===== config.mk =====
export PLATFORM = sky130hd
export DESIGN_NAME = image_pipeline_ctrl
export DESIGN_NICKNAME = d
export VERILOG_FILES = /design/src/rtl/image_pipeline_ctrl.sv
export SDC_FILE = /design/constraint.sdc
export NUM_CORES = 1
export LEC_CHECK = 0
export ABC_CLOCK_PERIOD_IN_PS = 7860
export CORE_UTILIZATION = 62
export DETAILED_ROUTE_END_ITERATION = 6
export GPL_TIMING_DRIVEN = 1
export HOLD_SLACK_MARGIN = 0.02
export PLACE_DENSITY = 0.84
export SYNTH_ARGS = -nofsm -noshare
export SYNTH_HDL_FRONTEND = slang
export SYNTH_SLANG_ARGS = --single-unit

===== constraint.sdc =====
create_clock -name clk -period 7.86 [get_ports clk]
set_input_delay 1.572 -clock clk [delete_from_list [all_inputs] [get_ports clk]]
set_output_delay 1.572 -clock clk [all_outputs]
set_load 0.005 [all_outputs]

===== src/rtl/image_pipeline_ctrl.sv =====
// Frame sequencer: LOAD -> GRAY -> STORE -> DONE, with a per-stage watchdog,
// a grayscale pixel-count check against the frame size, and registered status.
module image_pipeline_ctrl #(
  parameter int              N       = 450,
  parameter int              M       = 600,
  parameter int              TO_W    = 24,
  parameter logic [TO_W-1:0] TIMEOUT = 24'd2000000
) (
  input  logic        clk,
  input  logic        rst_n,
  input  logic        start,
  input  logic        abort,
  input  logic        load_done,
  input  logic        GS_valid,
  input  logic        GS_done,
  input  logic        store_done,
  output logic        load_en,
  output logic        GS_enable,
  output logic        store_en,
  output logic        busy,
  output logic        done,
  output logic        error,
  output logic [2:0]  err_code,
  output logic [15:0] frame_cnt,
  output logic [2:0]  state
);

  typedef enum logic [2:0] {
    S_IDLE  = 3'b000,
    S_LOAD  = 3'b001,
    S_GRAY  = 3'b010,
    S_STORE = 3'b011,
    S_DONE  = 3'b100,
    S_ERR   = 3'b101
  } state_e;

  localparam logic [18:0] FRAME_PIX = 19'(N * M);
  localparam logic [18:0] PIX_MAX   = '1;

  state_e            state_q, state_d;
  logic [TO_W-1:0]   wdog_q, wdog_d;
  logic [18:0]       pix_q, pix_d;
  logic [2:0]        err_q, err_d;
  logic [15:0]       fcnt_q, fcnt_d;

  logic [18:0]       pix_sum;
  logic              wd_exp;

  // Pixel total for this cycle already includes a GS_valid coincident with GS_done.
  assign pix_sum = (GS_valid && pix_q != PIX_MAX) ? pix_q + 19'd1 : pix_q;
  assign wd_exp  = (wdog_q == TIMEOUT - TO_W'(1));

  always_comb begin
    state_d = state_q;
    wdog_d  = wdog_q;
    pix_d   = pix_q;
    err_d   = err_q;
    fcnt_d  = fcnt_q;
    if (abort) begin
      state_d = S_IDLE;
      wdog_d  = '0;
      pix_d   = '0;
      err_d   = 3'b000;
    end else begin
      case (state_q)
        S_IDLE: begin
          if (start) begin
            state_d = S_LOAD;
            wdog_d  = '0;
            pix_d   = '0;
          end
        end
        S_LOAD: begin
          if (load_done) begin
            state_d = S_GRAY;
            wdog_d  = '0;
          end else if (wd_exp) begin
            state_d = S_ERR;
            err_d   = 3'b001;
            wdog_d  = '0;
          end else begin
            wdog_d  = wdog_q + TO_W'(1);
          end
        end
        S_GRAY: begin
          pix_d = pix_sum;
          if (GS_done) begin
            wdog_d = '0;
            if (pix_sum == FRAME_PIX) begin
              state_d = S_STORE;
            end else begin
              state_d = S_ERR;
              err_d   = 3'b100;
            end
          end else if (wd_exp) begin
            state_d = S_ERR;
            err_d   = 3'b010;
            wdog_d  = '0;
          end else begin
            wdog_d  = wdog_q + TO_W'(1);
          end
        end
        S_STORE: begin
          if (store_done) begin
            state_d = S_DONE;
            wdog_d  = '0;
          end else if (wd_exp) begin
            state_d = S_ERR;
            err_d   = 3'b011;
            wdog_d  = '0;
          end else begin
            wdog_d  = wdog_q + TO_W'(1);
          end
        end
        S_DONE: begin
          fcnt_d  = fcnt_q + 16'd1;
          state_d = S_IDLE;
        end
        S_ERR:   state_d = S_ERR;
        default: state_d = S_IDLE;
      endcase
    end
  end

  always_ff @(posedge clk or negedge rst_n) begin
    if (!rst_n) begin
      state_q <= S_IDLE;
      wdog_q  <= '0;
      pix_q   <= '0;
      err_q   <= 3'b000;
      fcnt_q  <= '0;
    end else begin
      state_q <= state_d;
      wdog_q  <= wdog_d;
      pix_q   <= pix_d;
      err_q   <= err_d;
      fcnt_q  <= fcnt_d;
    end
  end

  assign load_en   = (state_q == S_LOAD);
  assign GS_enable = (state_q == S_GRAY);
  assign store_en  = (state_q == S_STORE);
  assign busy      = (state_q == S_LOAD) || (state_q == S_GRAY) || (state_q == S_STORE);
  assign done      = (state_q == S_DONE);
  assign error     = (state_q == S_ERR);
  assign err_code  = err_q;
  assign frame_cnt = fcnt_q;
  assign state     = state_q;

endmodule


==> results.rst <==
.. list-table::
   :header-rows: 1

   * - Metric
     - Value
   * - Status
     - finished, violations left
   * - Violations in the final reports
     - design-rule violations
   * - Final design utilization
     - 75.02%
   * - Area of the core
     - 5921 µm²
   * - Die outline width
     - 80.28 µm
   * - Setup crit start kind
     - primary input
   * - WL final
     - 8.311 mm
   * - First-pass DRT Iterations
     - 7
   * - Cell family contributing the most delay on the critical path
     - simple AND/OR/NAND/NOR gates
   * - Standard-cell rows
     - 28
   * - Dominant cells by area after synthesis
     - sky130_fd_sc_hd__dfrtp_1, sky130_fd_sc_hd__nor2_1, sky130_fd_sc_hd__xnor2_1, sky130_fd_sc_hd__o21ai_0, sky130_fd_sc_hd__nand2_1
   * - Unrepaired setup endpoints after global routing
     - no
   * - Total congestion overflow
     - 0
   * - Synth Instances
     - 431
   * - Via count normalized by instance count
     - 6.192
   * - Most frequent cells in the layout
     - sky130_fd_sc_hd__dfrtp_1, sky130_fd_sc_hd__nor2_1, sky130_fd_sc_hd__nand2_1
   * - Worst reg2reg startpoint
     - wdog_q[13]$_DFFE_PN0P_
   * - Dominant cell type by area after synthesis
     - sky130_fd_sc_hd__dfrtp_1
   * - Async S/R FF share, synth
     - 100.0%
   * - Number of max-slew violations in the final report
     - 0
   * - Post-Place Worst Slack
     - 3.828 ns
   * - Power after layout
     - 772.2 µW
   * - Dominant cell type by count on the critical path
     - sky130_fd_sc_hd__mux2i_1
   * - Clk pin slew, worst setup/hold paths
     - 0.07 ns
   * - Fmax achieved
     - 270.8 MHz
   * - Post-route cell area
     - 4442 µm²
   * - Insertion delay of the later-clocked pin in the worst-skew pair
     - 0.34 ns
   * - Critical path origin
     - store_done
   * - First-pass GRT wire length
     - 14.31 mm
   * - Leakage component of the power
     - 1.786 nW
   * - Worst ir drop on vdd
     - 0.0001042 V
   * - Power per Cell Area
     - 173.8 nW/µm²
   * - Library cell contributing the largest single delay on the critical path
     - sky130_fd_sc_hd__nor2b_1
   * - Antenna Nets Post-Route
     - 0
   * - Clock buffer depth
     - 2
   * - Post-synthesis cell area
     - 3799 µm²
   * - Initial DRC count
     - 164
   * - CTS tree
     - yes
   * - Worst min-delay path startpoint
     - frame_cnt[15]$_DFFE_PN0P_
   * - Number of post-CTS setup repair buffers
     - 0
   * - Max-Slew Margin vs Limit
     - 35.64%
   * - Critical path, cell by cell
     - clkdlybuf4s50_1 -> mux2i_1 -> mux2i_1 -> or2_2 -> or3_1 -> nor2b_1 -> nor2_1
   * - Proportion of synthesized chip area in sequential cells
     - 42.82%
   * - Endpoint arrival time on the critical path
     - 3.88 ns
   * - Final worst clock skew
     - 0.007534 ns
   * - Port bufs
     - 35
   * - Initial core utilization
     - 64.16%
   * - Time the final worst path needs with I/O delays and setup
     - 3.693 ns
   * - Overall via count from detail_route
     - 3,356
   * - Worst Path Buf+Inv
     - 1
   * - Crit end category
     - flop
   * - Worst Hold Class
     - reg -> reg
   * - Setup tns final
     - 0 ns
   * - CP required
     - 8.04 ns
   * - Reg2Reg Setup Slack
     - 4.67 ns
   * - Hold buffer count at CTS
     - 0
   * - Post-route setup slack
     - 4.167 ns
   * - Number of clock sinks
     - 65
   * - GRT Resource Usage Total
     - 28.75%
   * - Top-level I/O count
     - 36
   * - Max-cap violation count
     - 0
   * - Layout overhead on the synthesized area
     - 16.93%
   * - Hold Violations, Final
     - 0
   * - Number of nets in the finished design
     - 473
   * - Resize count post-CTS
     - 0
   * - Estimated wirelength of the detail-placed design
     - 5.766 mm
   * - Post-route DRC violation count
     - 1
   * - Category of the most critical setup path
     - in -> reg
   * - Ratio of cells with drive above 1 in the final layout
     - 8.779%
   * - Maximum net fanout on the critical path
     - 15
   * - Maximum number of pins on one net before global-route repair
     - 66
   * - Maximum level of the CTS H-tree
     - 3
   * - ANT cells
     - 0
   * - Weighted congestion reported at the end of routability-driven placement
     - 0.8635
   * - Most common cell after layout, fill and taps aside
     - sky130_fd_sc_hd__dfrtp_1
   * - Final worst-path cycle share
     - 46.98%
   * - Number of synthesized flops with an enable pin
     - 0
   * - Number of warning messages in the yosys log
     - 0
   * - Largest stage delay on the critical path
     - 0.83 ns
   * - Overall die area
     - 6444 µm²
   * - Yosys top cell area share
     - 42.82%
   * - Final setup fails
     - 0
   * - Number of nets in the synthesized netlist
     - 442
   * - Average detailed-routed wire length per instance
     - 15.33 µm
   * - Mean cell area of the mapped netlist
     - 8.814 µm²
   * - Total cell area at the placement stage
     - 4184 µm²
   * - Initial antenna violation count
     - 0
   * - Vertical die dimension
     - 80.28 µm
   * - Cell chosen for the clock root
     - sky130_fd_sc_hd__clkbuf_8
   * - Via count of the first global-routing pass
     - 3,155
   * - Flop and latch count out of synthesis
     - 65
   * - Number of buffers inserted during clock tree synthesis
     - 9
   * - Transition time at the pin with the least slew margin
     - 0.9635 ns
   * - Netlist cell types
     - 56
   * - Dominant register cell in the synthesized netlist
     - sky130_fd_sc_hd__dfrtp_1
[synth_stat cells, drive strengths merged, types with 3 or more instances]
cell type and instances:
dfrtp 65, nor2 60, nand2 40, o21ai 35, a21oi 21, xnor2 21, nand3 20, nand4 20
nor3 13, xor2 13, clkbuf 12, inv 11, o31ai 9, nor4 8, buf 6, nor2b 6
or3 6, and3 5, or4 5, a31oi 4, mux2i 4, nand2b 4, nor4b 4, o21bai 4
or2 4, a21o 3, ha 3
[path summary, 6_finish.rpt]
path / end / cells past startpoint
min in group asynchronous: wdog_q[18]$_DFFE_PN0P_ / 2
max in group asynchronous: wdog_q[13]$_DFFE_PN0P_ / 2
hold / removal: frame_cnt[15]$_DFFE_PN0P_ / 1
setup / recovery: wdog_q[10]$_DFFE_PN0P_ / 7
setup reg to reg: wdog_q[10]$_DFFE_PN0P_ / 6
hold reg to reg: frame_cnt[15]$_DFFE_PN0P_ / 1
[flip-flops by register name, indices dropped and copies added, names as in the netlist]
| register | cells |
|---|---|
| err_code | 3 |
| frame_cnt | 16 |
| wdog_q | 24 |
| state | 3 |
| pix_q | 19 |
[metrics by stage]
| stage | instances | hold WS (ns) |
|---|---|---|
| CTS | 542 | 0.4752 |
| global route | 542 | 0.5050 |
| detailed placement | 526 | 0.4631 |
| floorplan | 431 | 0.4487 |
| global placement | 526 | 0.4590 |
| finish | 542 | 0.4676 |
[cells by family (layout without fill, tap and decap cells)]
family	Yosys count	count (layout)	synth area share (%)
fa+ha+maj	3	3	0.9882
simple gates	206	206	29.25
compound gates	88	88	14.36
flops	65	65	42.82
xor+xnor	34	34	7.839
buf+inv	29	65	3.096
mux	6	6	1.647
[cell type report]
class / instances / area [µm²]
timing repair buffer: 38 / 367.9
inverter: 11 / 41.29
fill: 429 / 1479
tap: 75 / 93.84
sequential: 65 / 1627
clock inverter: 6 / 130.1
clock buffer: 10 / 127.6
multi-input combinational: 337 / 2054
[layer usage]
layer	wire length (µm)	global-route usage, %
met3	373	5.568
met1	3774	37.13
met4	195	11.96
met2	3967	47.09
met5	0	0
[power by group]
| part | internal, mW | leakage (nW) | switching [mW] |
|---|---|---|---|
| logic | 0.0239 | 0.752 | 0.0313 |
| clock network | 0.242 | 0.130 | 0.129 |
| registers | 0.339 | 0.904 | 0.00724 |
Power figures use the tool's default switching activity.
==> RTL edit (same settings) <==
`M`: 600 -> 300.
--- a/src/rtl/image_pipeline_ctrl.sv
+++ b/src/rtl/image_pipeline_ctrl.sv
@@ -3,5 +3,5 @@
 module image_pipeline_ctrl #(
   parameter int              N       = 450,
-  parameter int              M       = 600,
+  parameter int              M       = 300,
   parameter int              TO_W    = 24,
   parameter logic [TO_W-1:0] TIMEOUT = 24'd2000000
Check against the original RTL: no difference found for any inputs over 10 cycles, from zero or initial values and one cycle with rst_n low; that may be too few to reach the edited logic, so the function may still have changed.
==> RTL edit against the unedited design <==
Power fell by 4.3%; worst setup slack lost 0.099 ns; register-to-register slack improved by 0.28 ns; synthesized area increased by 3.2%; die area grew 3.1%; combinational power down 5.3%; design area up 1.7%; wire length up 8.3%; sequential cell count stayed put; clock skew is 0.0020 ns higher; largest cell class unchanged.
==> RTL edit: results (changes against the unedited design) <==
----------------------------------------------------
[Route]
  Detailed route wirelength on metal3 ... 643 microns (was 373 microns)
  Detailed-route vias per instance ... 6.30 (was 6.19)
  DRT met1 WL ... 4.09 mm (was 3.77 mm)
  Wire per inst ... 16.2 microns (was 15.3 microns)
  Number of search-and-repair iterations in the first detailed-routing pass ... 6 (was 7)
  Detailed-route via count ... 3495 (was 3356)
  Sum of met2 wire segment lengths after detailed routing ... 4.14 mm (was 3.97 mm)

[Timing]
  Hold Slack ... 0.469 ns (was 0.468 ns)

[Placed design]
  Cell Count Post-Placement ... 539 (was 526)
  Worst slack after detailed placement ... 3.76 ns (was 3.83 ns)
  Instance area after placement ... 4280 sq um (was 4180 sq um)

[Yosys]
  Cell types with the highest counts after synthesis ... 65 x sky130_fd_sc_hd__dfrtp_1, 57 x sky130_fd_sc_hd__nor2_1, 42 x sky130_fd_sc_hd__nand2_1 (was 65 x sky130_fd_sc_hd__dfrtp_1, 60 x sky130_fd_sc_hd__nor2_1, 40 x sky130_fd_sc_hd__nand2_1)
  Synthesized area divided by synthesized cell count ... 8.75 sq um (was 8.81 sq um)
  Proportion of synthesized area in mux cells ... 0.0105 (was 0.0165)
  Cell types with the largest area share after synthesis ... sky130_fd_sc_hd__dfrtp_1 42%, sky130_fd_sc_hd__nor2_1 5.5%, sky130_fd_sc_hd__xnor2_1 4.7% (was sky130_fd_sc_hd__dfrtp_1 43%, sky130_fd_sc_hd__nor2_1 5.9%, sky130_fd_sc_hd__xnor2_1 4.8%)
  Part of the Yosys area used for sequential elements ... 0.415 (was 0.428)
  Synthesized netlist net count ... 459 (was 442)

[Final layout]
  Proportion of layout cells with a drive suffix above 1 ... 0.0750 (was 0.0878)
  Inverters excl. clock ... 15 (was 11)
  NumNets Final ... 486 (was 473)
  Share of cell area taken by multi-input logic gates ... 0.473 (was 0.463)
  Clock network area share ... 0.0537 (was 0.0580)

[Global route]
  Routing usage on met1 ... 0.402 (was 0.371)
  First-pass GRT wire length ... 14.7 mm (was 14.3 mm)
  GR Util met2 ... 0.454 (was 0.471)

[Worst setup path]
  Maximum fanout along the worst path ... 11 (was 15)
  Worst path slowest cell ... sky130_fd_sc_hd__clkdlybuf4s50_1 (was sky130_fd_sc_hd__nor2b_1)
  WP data arrival ... 4.00 ns (was 3.88 ns)

[Power and ir drop]
  Leakage power ... 1.84 nW (was 1.79 nW)
  Switching portion of total power ... 0.228 (was 0.217)

[Status]
  Run status ... complete, no violations (was complete, but fails checks)

----------------------------------------------------
-- RTL edit: cell types whose count changed in the layout (fill, tap and decap cells not counted), moves of 4 or more --
cell and change:
sky130_fd_sc_hd__inv_1 +4, sky130_fd_sc_hd__and3_1 +5, sky130_fd_sc_hd__a21oi_1 -4, sky130_fd_sc_hd__o21ai_1 +9, sky130_fd_sc_hd__and4_1 +7, sky130_fd_sc_hd__nor2b_1 -5
sky130_fd_sc_hd__o21ai_0 -5
-- RTL edit: worst max path at each step --
stage / end / depth (start not counted) / from / slack, ns
5_1_grt: err_code[2] / 8 / GS_valid / 3.97
2_1_floorplan: err_code[2] / 8 / GS_valid / 4.54
3_3_place_gp: err_code[2] / 8 / GS_valid / 3.88
6_report: err_code[2] / 8 / GS_valid / 4.07
4_1_cts: err_code[2] / 8 / GS_valid / 4.12
3_5_place_dp: err_code[1] / 8 / GS_valid / 3.76
